$ cat config.mk
export PLATFORM = sky130hd
export DESIGN_NAME = bus_master_port
export DESIGN_NICKNAME = d
export VERILOG_FILES = /design/src/rtl/bus_master_port.sv
export SDC_FILE = /design/constraint.sdc
export NUM_CORES = 1
export LEC_CHECK = 0
export CORE_ASPECT_RATIO = 0.9
export CORE_UTILIZATION = 47
export DETAILED_ROUTE_END_ITERATION = 8
export PLACE_DENSITY_LB_ADDON = 0.12
export SKIP_LAST_GASP = 1
export SYNTH_ARGS = -nofsm -noshare
export SYNTH_HDL_FRONTEND = slang
export SYNTH_SLANG_ARGS = --single-unit
$ cat constraint.sdc
create_clock -name clk -period 2.4 [get_ports clk]
set_input_delay 0.48 -clock clk [delete_from_list [all_inputs] [get_ports clk]]
set_output_delay 0.48 -clock clk [all_outputs]
set_load 0.05 [all_outputs]
$ cat src/rtl/bus_master_port.sv
// bus_master_port: the initiator side of the 4-entry register peripheral bus.
// Host commands are queued in a small FIFO. The port then requests the shared
// bus from the arbiter, issues one single-cycle write or read strobe per
// command, and returns read data over a response channel.
//
// Handshake semantics (both host channels): a transfer happens on the rising
// clk edge where valid && ready are both 1. A valid source holds its payload
// stable and keeps valid high until that edge. ready may change freely and
// never depends combinationally on valid.
//
// Bus side: wr_en/rd_en/addr/wdata are decoded only from registered state, so
// there is no combinational path from cmd_* or rsp_ready to the bus.
module bus_master_port #(
  parameter int FIFO_DEPTH = 4,
  parameter int ADDR_W     = 2,
  parameter int DATA_W     = 4
) (
  input  logic              clk,
  input  logic              rst,
  // host command channel
  input  logic              cmd_valid,
  output logic              cmd_ready,
  input  logic              cmd_we,
  input  logic [ADDR_W-1:0] cmd_addr,
  input  logic [DATA_W-1:0] cmd_wdata,
  // host response channel
  output logic              rsp_valid,
  input  logic              rsp_ready,
  output logic [DATA_W-1:0] rsp_rdata,
  output logic [ADDR_W-1:0] rsp_addr,
  // arbiter
  output logic              bus_req,
  input  logic              bus_gnt,
  // peripheral bus
  output logic              wr_en,
  output logic              rd_en,
  output logic [ADDR_W-1:0] addr,
  output logic [DATA_W-1:0] wdata,
  input  logic [DATA_W-1:0] rdata,
  // debug: current FSM state (0 IDLE, 1 REQ, 2 ISSUE, 3 CAPTURE, 4 RESP)
  output logic [2:0]        dbg_state
);

  localparam int PTR_W   = (FIFO_DEPTH > 1) ? $clog2(FIFO_DEPTH) : 1;
  localparam int CNT_W   = $clog2(FIFO_DEPTH + 1);
  localparam int ENTRY_W = 1 + ADDR_W + DATA_W;

  typedef enum logic [2:0] {
    S_IDLE    = 3'd0,
    S_REQ     = 3'd1,
    S_ISSUE   = 3'd2,
    S_CAPTURE = 3'd3,
    S_RESP    = 3'd4
  } state_t;

  state_t state, next_state;

  // ---------------------------------------------------------------------------
  // Command FIFO: entry = {we, addr, wdata}
  // ---------------------------------------------------------------------------
  logic [ENTRY_W-1:0] mem [FIFO_DEPTH];
  logic [PTR_W-1:0]   wr_ptr;
  logic [PTR_W-1:0]   rd_ptr;
  logic [CNT_W-1:0]   count;
  logic [CNT_W-1:0]   count_next;
  logic               full;
  logic               empty;
  logic               push;
  logic               pop;

  logic [ENTRY_W-1:0] head;
  logic               head_we;
  logic [ADDR_W-1:0]  head_addr;
  logic [DATA_W-1:0]  head_wdata;

  // Address of the read being issued, kept for the response.
  logic [ADDR_W-1:0]  rd_addr_q;

  assign full      = (count == CNT_W'(FIFO_DEPTH));
  assign empty     = (count == '0);
  assign cmd_ready = !full;

  // A full FIFO refuses the push even in the cycle that pops it.
  assign push = cmd_valid && !full;
  // ISSUE is only ever entered with a valid head, so the pop is unconditional.
  assign pop  = (state == S_ISSUE);

  assign count_next = count + CNT_W'(push) - CNT_W'(pop);

  assign head       = mem[rd_ptr];
  assign head_we    = head[ENTRY_W-1];
  assign head_addr  = head[DATA_W +: ADDR_W];
  assign head_wdata = head[DATA_W-1:0];

  // FIFO storage; contents need no reset because count gates every read.
  always_ff @(posedge clk) begin
    if (push) begin
      mem[wr_ptr] <= {cmd_we, cmd_addr, cmd_wdata};
    end
  end

  // FIFO pointers and occupancy; pointers wrap naturally (power-of-2 depth).
  always_ff @(posedge clk or posedge rst) begin
    if (rst) begin
      wr_ptr <= '0;
      rd_ptr <= '0;
      count  <= '0;
    end else begin
      if (push) wr_ptr <= wr_ptr + PTR_W'(1);
      if (pop)  rd_ptr <= rd_ptr + PTR_W'(1);
      count <= count_next;
    end
  end

  // ---------------------------------------------------------------------------
  // FSM
  // ---------------------------------------------------------------------------

  // State register.
  always_ff @(posedge clk or posedge rst) begin
    if (rst) state <= S_IDLE;
    else     state <= next_state;
  end

  // Next-state logic. bus_gnt matters only in REQ and at the end of a write
  // ISSUE; the arbiter never revokes a grant while bus_req is high.
  always_comb begin
    next_state = state;
    case (state)
      S_IDLE:    if (!empty) next_state = S_REQ;
      S_REQ:     if (bus_gnt) next_state = S_ISSUE;
      S_ISSUE: begin
        if (!head_we)                            next_state = S_CAPTURE;
        else if ((count_next != '0) && bus_gnt)  next_state = S_ISSUE;
        else                                     next_state = S_IDLE;
      end
      S_CAPTURE: next_state = S_RESP;
      S_RESP:    if (rsp_ready) next_state = S_IDLE;
      default:   next_state = S_IDLE;
    endcase
  end

  // Output decode: bus strobes and address/data only during ISSUE, else 0.
  always_comb begin
    wr_en = 1'b0;
    rd_en = 1'b0;
    addr  = '0;
    wdata = '0;
    if (state == S_ISSUE) begin
      wr_en = head_we;
      rd_en = !head_we;
      addr  = head_addr;
      wdata = head_wdata;
    end
  end

  assign dbg_state = state;

  // bus_req is a flop that follows the upcoming state: high in REQ/ISSUE/CAPTURE.
  always_ff @(posedge clk or posedge rst) begin
    if (rst) begin
      bus_req <= 1'b0;
    end else begin
      bus_req <= (next_state == S_REQ) || (next_state == S_ISSUE) ||
                 (next_state == S_CAPTURE);
    end
  end

  // Remember the read address at ISSUE so the response can report it.
  always_ff @(posedge clk or posedge rst) begin
    if (rst) begin
      rd_addr_q <= '0;
    end else if ((state == S_ISSUE) && !head_we) begin
      rd_addr_q <= head_addr;
    end
  end

  // Response register: capture peripheral data at the end of CAPTURE and hold
  // it until the host takes it.
  always_ff @(posedge clk or posedge rst) begin
    if (rst) begin
      rsp_valid <= 1'b0;
      rsp_rdata <= '0;
      rsp_addr  <= '0;
    end else if (state == S_CAPTURE) begin
      rsp_valid <= 1'b1;
      rsp_rdata <= rdata;
      rsp_addr  <= rd_addr_q;
    end else if ((state == S_RESP) && rsp_ready) begin
      rsp_valid <= 1'b0;
    end
  end

endmodule
==> results of run 1 <==
[critical path: cells and delay by family, from the launching register on]
kind	cells	cell delay, ns
compound gates	2	0.36
xor+xnor	1	0.22
fa+ha+maj	3	0.58
buf+inv	2	0.09
flops	1	0.39
simple gates	2	0.57
[cell usage after synthesis, types with 2 or more instances]
master	n	area, um^2
edfxtp_1	28	841
dfrtp_1	20	500
and2_1	8	50.1
inv_1	8	30.0
mux2_2	7	78.8
ha_1	6	75.1
mux4_1	6	158
and3_1	4	25.0
xnor2_1	3	26.3
a21oi_1	2	10.0
buf_2	2	10.0
mux2_4	2	30.0
nand2_1	2	7.51
nand3b_1	2	15.0
nor2_1	2	7.51
o31ai_1	2	15.0
o32a_2	2	22.5
or3b_1	2	17.5
[layer usage]
layer	wire length (um)	up-vias	GRT usage [%]	part of all wire, %
li1	-	557	-	-
met1	1580	620	22.0	44
met2	1810	25	29.2	51
met3	111	8	4.67	3.1
met4	66	0	7.35	1.8
met5	0	-	0	0
[cell families (layout without fill, tap and decap cells)]
| family | count (synthesis) | count (layout) | share of synthesized area, % |
|---|---|---|---|
| flops | 48 | 48 | 64.7 |
| xor+xnor | 4 | 4 | 2.36 |
| fa+ha+maj | 7 | 7 | 4.59 |
| mux | 16 | 16 | 13.9 |
| simple gates | 25 | 25 | 8.09 |
| compound gates | 9 | 9 | 3.20 |
| buf+inv | 14 | 67 | 3.08 |
[where the power goes]
| part | total (uW) | internal (uW) | switching [uW] |
|---|---|---|---|
| combinational | 1800 | 835 | 961 |
| sequential | 1290 | 1160 | 136 |
| clock | 621 | 367 | 254 |
| total | 3710 | 2360 | 1350 |
[cell type report]
class,instances,share of cell area (%)
sequential,48,47.7
tap,60,2.66
inverter,9,1.46
clock buffer,7,3.41
multi-input combinational,61,25.0
timing repair buffer,50,18.7
clock inverter,1,1.06
[metrics by stage]
step	hold slack (ns)	instance area, um^2
finish	0.514	2820
global placement	0.487	2670
floorplan	0.444	2140
detailed placement	0.497	2670
global route	0.533	2820
CTS	0.517	2800
[registers in the layout, indices dropped and copies added (netlist names)]
| name | flops |
|---|---|
| dbg_state | 3 |
| mem | 28 |
| count | 3 |
| rd_ptr | 2 |
| rd_addr_q | 2 |
| wr_ptr | 2 |
| rsp_addr | 2 |
| bus_req | 1 |
| rsp_rdata | 4 |
| rsp_valid | 1 |
[how the worst max path moves through the flow]
stage	start	end	slack (ns)	cells after the start
floorplan	dbg_state[0]$_DFF_PP0_	dbg_state[1]$_DFF_PP0_	-0.18	11
global placement	cmd_valid	dbg_state[1]$_DFF_PP0_	-0.24	10
detailed placement	cmd_valid	dbg_state[1]$_DFF_PP0_	-0.30	10
CTS	count[1]$_DFF_PP0_	dbg_state[1]$_DFF_PP0_	0.006	9
global route	count[0]$_DFF_PP0_	dbg_state[1]$_DFF_PP0_	-0.05	10
finish	count[0]$_DFF_PP0_	dbg_state[1]$_DFF_PP0_	0.06	10
[what timing repair did]
action / CTS / global route
hold buffers: 0 / 0
endpoints found under the setup margin: 8 / 4
buffers inserted: 0 / 3
pin swaps: 1 / 6
endpoints found under the hold margin: 0 / 0
gates resized for setup: 3 / 2
==> out/metrics.cfg, run 1 <==
[run_status]
status=finished clean

[clocking]
cts_tree=yes
htreeDepth=2
cts_max_path_buffers=2
cts_sinks=48
cts_buffers=5
clkLatencyLatePin_ns=0.30
clk_pin_slew_ns=0.08
root_buffer=clkbuf_8

[global_route]
grt_util_all_layers_pct=17.6
first_global_vias=1297
antenna_found_initial=0
grt_pass1_wl_mm=6.03
overflow=0
grt_max_degree=21

[worst_setup_path]
critical_path_required_ns=2.57
reg2reg_to=dbg_state[1]$_DFF_PP0_
path_cells=or3b_4 > and2_4 > inv_4 > ha_4 > inv_2 > ha_4 > fa_2 > xnor3_1 > o31ai_2 > a31oi_1
endpoint_kind=flip-flop
cp_max_fo=2
worst-setup-path-type=reg -> reg
worstSetupStartpointType=flip-flop
worstReg2RegStart=count[0]$_DFF_PP0_
cp_slowest_stage_delay_ns=0.41
arrival_ns=2.51
cpMostUsedCell=ha_4
r2r_setup_slack_ns=0.06
cp_slowest_cell=or3b_4
r2r_cells=10

[logic_synthesis]
synth_cells=123
synth_enable_flop_cells=28
ys_ff_latch=48
syn_nets=146
syn_area_per_cell_um2=16.8
ys_seq_area_share_pct=64.7
syn-cell-area_mm2=0.00207
ys_async_sr_fraction_pct=41.7
synth.distinct_cells=33
ys.flop_type=edfxtp_1
yosysWarnings=0

[flow_run]
drv_cap=0

[layout]
final_nets=198
final_common_cell=edfxtp_1
mostFrequentLayoutCells=28 x edfxtp_1, 26 x clkdlybuf4s50_1, 16 x dfrtp_1, 16 x buf_4
layout.area.seq_mm2=0.00135
n_fill_cell=297
multi_input_comb_area_um2=704
antenna_cells=0
drive_gt1_share_pct=33.0
fin_cells=236
syn_to_final_growth_pct=36.2
final_core_util_pct=67.9

[sta]
rsz0062_at_grt=yes
fmax_mhz=427
post-route-min-period_ns=2.34
tns_ns=0
slew_viol_final=0
finalHoldViolCount=0
finalSetupViolCount=0
max_slew_margin_pct=49.3
finalCritPeriodShare_pct=97.6
worst_slack_ns=0.0565
tightest_slew_ns=0.760
clock_skew_ns=0.00590

[floorplanning]
die_y_um=65.0
fp-row-count=22
initial_core_util_pct=49.8
dieArea_mm2=0.00468
io_pins=36
dieWidth_um=72.0
core_mm2=0.00416

[detailed_routing]
via_count=1210
dr.first_iter.drc_count=50
drt_wl_total_mm=3.58
wl_per_cell_um=15.1
ant_nets=0
firstDrtPassIters=4
via_per_inst=5.13
drc=0

[placed_design]
gp_congestion=0.793
dpl.hpwl_mm=2.58
dp_cells=225
pre_cts_slack_ns=-0.304
io_buffers=35

[min_path]
hold_end=rsp_addr[0]$_DFFE_PP0P_
hold_start=rsp_addr[0]$_DFFE_PP0P_
hp-class=reg -> reg
holdPathStages=1

[pwr]
power_uw=3710
p_leak_uw=0.00113
cellPowerDensity_mw_per_mm2=1310
irDropWorstVdd_uv=804

(Power assumes the default switching activity.)
==> inputs of run 2 (changes only) <==
- CORE_MARGIN: not set -> 5
- REMOVE_ABC_BUFFERS: not set -> 1
==> run 2 against run 1 <==
  * First-iteration DRC count rose by 46%
  * Non-clock buffer count increased by 1
  * Wire length rose by 0.92%
  * Global-route usage fell by 4.1 points
  * Worst hold slack got worse by 0.0070 ns
  * Combinational power is 6% higher
  * Critical path type unchanged
  * Critical endpoint unchanged
  * Largest power group unchanged
  * Highest routed layer unchanged
==> out/metrics.cfg, run 2 (same netlist as run 1, synthesis figures left out) <==
[layout]
n_fill_cell=310  ; +4.4%
final_common_cell=edfxtp_1
mostFrequentLayoutCells=28 x edfxtp_1, 26 x clkdlybuf4s50_1, 19 x dfrtp_1
largest_reg_flops=28  ; unchanged
regMostFlops=mem
antenna_cells=0  ; unchanged
final_core_util_pct=66.8  ; -1.1 points
syn_to_final_growth_pct=35.0
final_nets=199  ; +0.51%
reg_top3=mem (28), rsp_rdata (4)
drive_gt1_share_pct=31.6  ; -1.3 points

[global_route]
grt_max_degree=21  ; unchanged
grt_util_all_layers_pct=13.6  ; -4.1 points
grt_busiest_layer=met2
grtUsageMet2_pct=21.8  ; -7.5 points
grt_pass1_wl_mm=5.89  ; -2.3%
first_global_vias=1213  ; -6.5%
overflow=0  ; unchanged
antenna_found_initial=0  ; unchanged
use_met3_pct=3.83  ; -0.84 points
gr-usage-met1_pct=17.9  ; -4.1 points

[worst_setup_path]
endpoint_kind=flip-flop
reg2reg_to=dbg_state[1]$_DFF_PP0_
arrival_ns=2.50  ; about the same
worstSetupStartpointType=flip-flop
worstReg2RegStart=count[0]$_DFF_PP0_
critical_path_required_ns=2.57  ; about the same
worst-setup-path-type=reg -> reg
crit_end=dbg_state[1]$_DFF_PP0_
r2r_setup_slack_ns=0.06  ; about the same
cp_max_fo=2  ; unchanged
critPathLaunch=count[0]$_DFF_PP0_
r2r_cells=10  ; unchanged

[clocking]
cts_sinks=48  ; unchanged
root_buffer=clkbuf_8
cts_buffers=5  ; unchanged
cts_max_path_buffers=2  ; unchanged
cts_hold_buffers=0  ; unchanged
clkLatencyLatePin_ns=0.30  ; about the same
clk_pin_slew_ns=0.08  ; about the same
cts_tree=yes
htreeDepth=2  ; unchanged

[flow_run]
drv_cap=0  ; unchanged

[pwr]
p_sw_share_pct=37.4  ; +0.98 points
cellPowerDensity_mw_per_mm2=1310  ; -0.12%
pwr-share-comb_pct=51.6  ; +3.2 points
power_switching_uw=1370  ; +1.6%
p_clk_share_pct=13.2  ; -3.5 points
power_uw=3670  ; -1.1%
p_leak_uw=0.00112  ; -0.84%
intPower_uw=2300  ; -2.6%
irDropWorstVdd_uv=805  ; about the same
p_seq_share_pct=35.2  ; +0.4 points

[run_status]
status=finished clean

[sta]
clock_skew_ns=0.00725  ; +0.00135 ns
finalHoldViolCount=0  ; unchanged
finalSetupViolCount=0  ; unchanged
rsz0062_at_grt=yes
slew_viol_final=0  ; unchanged
post-route-min-period_ns=2.34  ; -0.00521 ns
tightest_slew_ns=0.767  ; +0.00748 ns
fmax_mhz=428  ; +0.22%
max_slew_margin_pct=48.8  ; -0.50 points
finalCritPeriodShare_pct=97.4  ; -0.22 points

[floorplanning]
io_pins=36  ; unchanged
core_mm2=0.00418  ; +0.66%
initial_core_util_pct=49.5  ; -0.33 points
dieArea_mm2=0.00584  ; +25%
dieWidth_um=80.0  ; +11%
fp-row-count=22  ; unchanged
die_y_um=73.0  ; +12%

[detailed_routing]
ant_nets=0  ; unchanged
dr.first_iter.drc_count=73  ; +46%
via_per_inst=5.02  ; -2.1%
drt_wl_total_mm=3.61  ; +0.92%
firstDrtPassIters=4  ; unchanged
drc=0  ; unchanged
via_count=1190  ; -1.7%
wl_per_cell_um=15.2  ; +0.50%

[placed_design]
io_buffers=35  ; unchanged
gp_congestion=0.763  ; -3.7%
dpl.hpwl_mm=2.72  ; +5.3%

[min_path]
hp-class=reg -> reg

run 2: cell count changes in the layout (fill, tap and decap cells not counted), sizes merged:
cell | before | now
bufinv | 1 | 0
clkinvlp | 0 | 1
buf | 23 | 24
run 2: layout make-up:
type / instances / area [um^2] / share of cell area (%)
tap: 60 / 75.1 / 2.68
timing repair buffer: 51 / 537 / 19.2
inverter: 9 / 33.8 / 1.21
sequential: 48 / 1340 / 48.0
clock buffer: 7 / 86.3 / 3.09
clock inverter: 1 / 7.51 / 0.268
multi-input combinational: 61 / 714 / 25.5
run 2: how the worst min path moves through the flow:
stage / start / endpoint / slack (ns) / cells after the start
finish: rsp_addr[1]$_DFFE_PP0P_ / rsp_addr[1]$_DFFE_PP0P_ / 0.51 / 1
global route: rsp_rdata[3]$_DFFE_PP0P_ / rsp_rdata[3]$_DFFE_PP0P_ / 0.52 / 1
floorplan: rst / bus_req$_DFF_PP0_ / 0.44 / 1
detailed placement: rsp_rdata[3]$_DFFE_PP0P_ / rsp_rdata[3]$_DFFE_PP0P_ / 0.49 / 1
global placement: rsp_rdata[3]$_DFFE_PP0P_ / rsp_rdata[3]$_DFFE_PP0P_ / 0.49 / 1
CTS: rsp_rdata[3]$_DFFE_PP0P_ / rsp_rdata[3]$_DFFE_PP0P_ / 0.51 / 1
run 2: per-stage QoR:
step / hold slack [ns] / cell area [um^2] / worst slack [ns] / TNS, ns / cells
after detailed placement: 0.493 / 2630 / -0.338 / -0.652 / 225
after global routing: 0.524 / 2800 / -0.0288 / -0.0288 / 237
after floorplan: 0.444 / 2040 / -0.348 / -0.706 / 118
final: 0.507 / 2800 / 0.0617 / 0 / 237
after global placement: 0.486 / 2630 / -0.287 / -0.565 / 225
after CTS: 0.512 / 2750 / -0.0301 / -0.0301 / 235
run 2: power groups by stage:
stage          registers, uW  logic [uW]  clock network [uW]
3_5_place_dp            1310        1690                   0
6_report                1290        1900                 483
5_1_grt                 1320        2030                 541
2_1_floorplan           1620         745                   0
4_1_cts                 1300        1810                 496
3_3_place_gp            1300        1640                   0
run 2: critical path: stages, from the launching register on:
cell	delay [ns]
dfrtp_1	0.38
or3b_4	0.40
and2_4	0.15
inv_2	0.06
ha_4	0.12
inv_2	0.04
ha_4	0.15
fa_2	0.35
xnor3_2	0.27
o31ai_4	0.19
a31oi_1	0.11
run 2: what timing repair did:
item / in CTS / in global routing
resized for setup: 5 / 8
setup buffers: 2 / 2
setup endpoints to repair: 3 / 5
pin swaps: 2 / 7
run 2: metal layers:
metal	wire length [um]	up-vias
met4	47	0
met3	177	5
met5	0	-
li1	-	561
met2	1830	23
met1	1550	601
==> inputs of run 3 (changes only) <==
- CTS_CLUSTER_SIZE: not set -> 16
==> results of run 3 <==
Same layout as run 2: the final DEF is identical, and so are final timing and power.
